## src/rtl/simm_controller.sv

```systemverilog
// simm_controller: FPM DRAM controller for one double-sided 32-bit 72-pin SIMM.
// It sequences RAS/CAS with per-lane CAS for CPU reads and writes and drives
// the row/column address mux. It holds the CPU in wait states until the cycle
// completes. It also runs periodic CAS-before-RAS refresh on its own.
// Every output is a register loaded from the state decode, so each strobe
// appears one clock after the state that requests it.
module simm_controller #(
  parameter int REFRESH_INTERVAL = 780,  // clocks between refresh requests
  parameter int CAS_CYCLES       = 2,    // clocks CAS is held before acknowledge
  parameter int REF_RAS_CYCLES   = 3,    // clocks RAS is held during refresh
  parameter int PRECHARGE_CYCLES = 2     // high clocks after any cycle
) (
  input  logic       clock,
  input  logic       reset,         // asynchronous, active low
  input  logic       cs,
  input  logic       read,
  input  logic       write,
  input  logic       bank_addr,
  input  logic [3:0] byte_selects,
  output logic [3:0] ras,
  output logic [3:0] cas,
  output logic       waitstate,
  output logic       mux_select
);

  localparam int RW = $clog2(REFRESH_INTERVAL);

  // Encoding is fixed so the state can be read back as a plain number.
  typedef enum logic [3:0] {
    IDLE    = 4'd0,
    ROW     = 4'd1,
    COL     = 4'd2,
    CAS     = 4'd3,
    ACK     = 4'd4,
    END     = 4'd5,
    PRE     = 4'd6,
    REF_CAS = 4'd7,
    REF_RAS = 4'd8,
    REF_PRE = 4'd9
  } state_t;

  state_t        state;
  logic [15:0]   cnt_q;        // dwell counter for multi-clock states
  logic [RW-1:0] ref_cnt_q;    // free-running refresh interval timer
  logic          ref_wrap;
  logic          pend_q;       // refresh requested, not yet started
  logic          bank_q;       // side latched at the start of an access
  logic [3:0]    lanes_q;      // byte lanes latched at the start of an access
  logic [3:0]    bank_ras;
  logic [3:0]    ras_q;
  logic [3:0]    cas_q;
  logic          wait_q;
  logic          mux_q;

  assign ref_wrap = (ref_cnt_q == RW'(REFRESH_INTERVAL - 1));
  // Bank 0 drives RAS0/RAS2 and bank 1 drives RAS1/RAS3 (active low).
  assign bank_ras = bank_q ? 4'b0101 : 4'b1010;

  assign ras        = ras_q;
  assign cas        = cas_q;
  assign waitstate  = wait_q;
  assign mux_select = mux_q;

  // Refresh interval timer: counts 0..REFRESH_INTERVAL-1 and wraps.
  always_ff @(posedge clock or negedge reset) begin
    if (!reset) begin
      ref_cnt_q <= '0;
    end else if (ref_wrap) begin
      ref_cnt_q <= '0;
    end else begin
      ref_cnt_q <= ref_cnt_q + 1'b1;
    end
  end

  // Main sequencer: state, dwell count, access latches, pending refresh and
  // the registered strobe outputs decoded from the current state.
  always_ff @(posedge clock or negedge reset) begin
    if (!reset) begin
      state   <= IDLE;
      cnt_q   <= '0;
      pend_q  <= 1'b0;
      bank_q  <= 1'b0;
      lanes_q <= 4'b0000;
      ras_q   <= 4'b1111;
      cas_q   <= 4'b1111;
      wait_q  <= 1'b1;
      mux_q   <= 1'b0;
    end else begin
      // A wrap that coincides with the start of a refresh still counts as a
      // new request, so the set has priority over the clear.
      if (state == IDLE && pend_q) pend_q <= 1'b0;
      if (ref_wrap) pend_q <= 1'b1;

      ras_q  <= 4'b1111;
      cas_q  <= 4'b1111;
      wait_q <= 1'b1;
      mux_q  <= 1'b0;

      case (state)
        IDLE: begin
          if (pend_q) begin
            state <= REF_CAS;
          end else if (cs && (read || write)) begin
            // Read and write use the same strobe sequence. Only the side and
            // the lanes must be held for the rest of the cycle.
            state   <= ROW;
            bank_q  <= bank_addr;
            lanes_q <= byte_selects;
          end
        end
        ROW: begin
          ras_q <= bank_ras;
          state <= COL;
        end
        COL: begin
          ras_q <= bank_ras;
          mux_q <= 1'b1;
          cnt_q <= 16'(CAS_CYCLES - 1);
          state <= CAS;
        end
        CAS: begin
          ras_q <= bank_ras;
          mux_q <= 1'b1;
          cas_q <= ~lanes_q;
          if (cnt_q == '0) state <= ACK;
          else             cnt_q <= cnt_q - 1'b1;
        end
        ACK: begin
          ras_q  <= bank_ras;
          mux_q  <= 1'b1;
          cas_q  <= ~lanes_q;
          wait_q <= 1'b0;
          state  <= END;
        end
        END: begin
          // Hold here until cs drops so a held select cannot retrigger.
          if (!cs) begin
            cnt_q <= 16'(PRECHARGE_CYCLES - 1);
            state <= PRE;
          end
        end
        PRE: begin
          if (cnt_q == '0) state <= IDLE;
          else             cnt_q <= cnt_q - 1'b1;
        end
        REF_CAS: begin
          cas_q <= 4'b0000;
          cnt_q <= 16'(REF_RAS_CYCLES - 1);
          state <= REF_RAS;
        end
        REF_RAS: begin
          ras_q <= 4'b0000;
          cas_q <= 4'b0000;
          if (cnt_q == '0) begin
            cnt_q <= 16'(PRECHARGE_CYCLES - 1);
            state <= REF_PRE;
          end else begin
            cnt_q <= cnt_q - 1'b1;
          end
        end
        REF_PRE: begin
          if (cnt_q == '0) state <= IDLE;
          else             cnt_q <= cnt_q - 1'b1;
        end
        default: state <= IDLE;
      endcase
    end
  end

endmodule

```

## config.mk

```make
export PLATFORM = sky130hd
export DESIGN_NAME = simm_controller
export DESIGN_NICKNAME = d
export VERILOG_FILES = /design/src/rtl/simm_controller.sv
export SDC_FILE = /design/constraint.sdc
export NUM_CORES = 1
export LEC_CHECK = 0
export BUFFER_PORTS_ARGS = -buffer_cell sky130_fd_sc_hd__clkbuf_2
export CAP_MARGIN = 0
export CORE_MARGIN = 2
export CORE_UTILIZATION = 60
export DETAILED_ROUTE_END_ITERATION = 6
export GPL_ROUTABILITY_DRIVEN = 0
export GPL_TIMING_DRIVEN = 0
export HOLD_SLACK_MARGIN = 0.12
export PLACE_DENSITY = 0.8
export SYNTH_ARGS = -nofsm -noshare
export SYNTH_HDL_FRONTEND = slang
export SYNTH_SLANG_ARGS = --single-unit
```

## constraint.sdc

```tcl
create_clock -name clock -period 5.32 [get_ports clock]
set_input_delay 1.064 -clock clock [delete_from_list [all_inputs] [get_ports clock]]
set_output_delay 1.064 -clock clock [all_outputs]
set_load 0.005 [all_outputs]
```

==> impl_metrics.toml <==
[run_status]
outcome = "finished clean"

[die]
core_mm2 = 0.003716
die_width_um = 66.57
ioPinCount = 20
row_count = 22
die_h_um = 66.57
dieArea_mm2 = 0.004431
initial_core_util_pct = 63.20

[power]
power.density_mw_per_mm2 = 584.9
peakVddDrop_uv = 347.3
p_leak_nw = 1.111

[flow_run]
maxCapViolations = 0

[grt]
track_usage_pct = 24.68
antenna_found_initial = 0
gr-total-overflow = 0
grt_pass1_vias = 1868
grt_pass1_wl_um = 8335
grt_max_degree = 45

[routing]
drc = 0
antenna_left = 0
drt_iter0_drc = 142
vias_per_cell = 6.049
drt-met1-wl_um = 2218
maxUsedRoutingLayer = "met4"
wl_met2_um = 2195
wl_met3_um = 286
via_count = 1960
drt-total-wl_um = 4767
wire_per_inst_um = 14.71
dr.pass1.iters = 4

[synth]
synth_edf_count = 0
avgSynthCellArea_um2 = 9.432
yosys.cell_types.count = 58
synth_top_area_cell = "dfrtp_1"
yosysSeqAreaShare_pct = 47.26
synthArstFlopShare_pct = 100.0
yosys-top-cells-area = "dfrtp_1, dfstp_2, a21oi_1"
syn-num-nets = 262
synth_cells = 249
synth_area_mm2 = 0.002349
synth_ff_type = "dfrtp_1"
synth_top_area_share_pct = 39.42
ys_warn_count = 0
ys_seq_elements = 44

[setup_path]
cp_num_buf_inv = 2
end_kind = "flip-flop"
cp_slowest_cell = "dfrtp_1"
crit_family = "simple AND/OR/NAND/NOR gates"
slowest_delay_ns = 0.42
cp.required_ns = 5.50
path_max_fanout = 5
worstPathArrival_ns = 2.38
crit_chain = "inv_1, ha_1, or3b_1, clkbuf_1, or2_1, o31a_1, a221o_1"
critPathLaunchType = "flip-flop"
path_class = "flip-flop to flip-flop"

[cts]
htreeDepth = 2
root_buffer = "clkbuf_8"
holdBufCountCts = 0
clock_sinks = 44
cts-buffers-inserted = 5
post_cts_buffers = 0
cts_tree = "done"
clk_pin_slew_ns = 0.09
insertion_delay_ns = 0.31
cts_buffer_depth = 2
ctsResizeCount = 0

[place]
placed_area_mm2 = 0.002504
dp_hpwl_um = 3343
io_buffer_count = 19

[timing]
max_freq_mhz = 455.2
min_period_ns = 2.197
whs_ns = 0.4909
fin_crit_sh_pct = 41.30
slew_headroom_pct = 30.50
finalSetupTns_ns = 0
final-hold-violation-count = 0
tightest_slew_ns = 1.043
rsz0062_at_grt = "no"
setup_violations = 0
finalClockSkew_ns = 0.01029
drv_slew = 0

[cells_and_area]
design_area_mm2 = 0.002596
nets = 288
layout_commonest_cell = "dfrtp_1"
diodes = 0
drive_gt1_share_pct = 20.29
area_growth_pct = 10.55
mostFrequentLayoutCells = "dfrtp_1, nor2_1, nand2_1"

[hold_path]
hp-class = "flip-flop to flip-flop"
[power by group]
part	total, mW	switching (mW)	internal, mW
Sequential	0.537	0.0930	0.444
Combinational	0.761	0.455	0.306
Clock	0.220	0.116	0.104
[state kept, by name (all words and copies together), names as in the netlist, 2 cells and up]
signal	flops
cnt_q	16
lanes_q	4
ref_cnt_q	10
state	4
cas	4
ras	2
[logic make-up (layout without fill, tap and decap cells)]
| kind of cell | after synthesis | in the layout | share of synthesized area [%] |
|---|---|---|---|
| AND/OR/NAND/NOR | 100 | 100 | 22.32 |
| AO/OA/AOI/OAI | 67 | 67 | 18.49 |
| flip-flops | 44 | 44 | 47.26 |
| buffers and inverters | 21 | 48 | 4.582 |
| XOR/XNOR | 9 | 9 | 3.357 |
| multiplexers | 5 | 5 | 2.397 |
| adder cells (fa/ha/maj) | 3 | 3 | 1.598 |
[metrics by stage]
step | utilization (%) | setup slack [ns] | instances | total power, mW
2_1_floorplan | - | 3.207 | 249 | 1.100
3_3_place_gp | 67.37 | 2.979 | 316 | 1.275
3_5_place_dp | 67.37 | 2.976 | 316 | 1.295
4_1_cts | 69.87 | 3.138 | 324 | 1.513
5_1_grt | 69.87 | 2.961 | 324 | 1.642
6_report | 69.87 | 3.123 | 324 | 1.519
[area by class of cell]
type	count	area, um2
Clock buffer	6	82.58
Inverter	7	26.28
Timing Repair Buffer	19	95.09
Tap cell	48	60.06
Sequential cell	44	1110
Buffer	14	81.33
Clock inverter	2	10.01
Fill cell	294	1120
Multi-Input combinational cell	184	1131
[routing by layer]
layer / vias up / global-route usage [%]
met1: 934 / 33.11
met2: 63 / 39.38
met4: 0 / 8.673
met5: - / 0
met3: 7 / 5.405
li1: 956 / -
[worst register-to-register path, cell delays in order, from the launching register on]
cell	delay, ns
dfrtp_1	0.42
inv_1	0.11
ha_1	0.20
or3b_1	0.36
clkbuf_1	0.16
or2_1	0.28
o31a_1	0.25
a221o_1	0.30
[cell usage after synthesis (4+ instances only)]
| cell type | n |
|---|---|
| a21oi_1 | 20 |
| a31oi_1 | 13 |
| buf_2 | 5 |
| clkbuf_1 | 5 |
| dfrtp_1 | 37 |
| dfstp_2 | 7 |
| inv_1 | 7 |
| nand2_1 | 22 |
| nand3_1 | 5 |
| nor2_1 | 23 |
| nor2b_1 | 4 |
| nor3_1 | 11 |
| nor4_1 | 6 |
| o21ai_0 | 10 |
| o31ai_1 | 4 |
| or3_1 | 4 |
| xnor2_1 | 7 |
[final timing paths]
kind	from	slack, ns	endpoint	depth (start not counted)
worst max-delay path	cnt_q[0]$_DFFE_PN0P_	3.12	cnt_q[8]$_DFFE_PN0P_	7
worst min-delay path	cnt_q[15]$_DFFE_PN0P_	0.49	cnt_q[15]$_DFFE_PN0P_	1
worst max register to register	cnt_q[0]$_DFFE_PN0P_	3.12	cnt_q[8]$_DFFE_PN0P_	7
worst min register to register	cnt_q[15]$_DFFE_PN0P_	0.49	cnt_q[15]$_DFFE_PN0P_	1
max in group asynchronous	reset	3.74	ref_cnt_q[7]$_DFF_PN0_	1
min in group asynchronous	reset	0.93	cnt_q[15]$_DFFE_PN0P_	1
(Power assumes the default switching activity.)
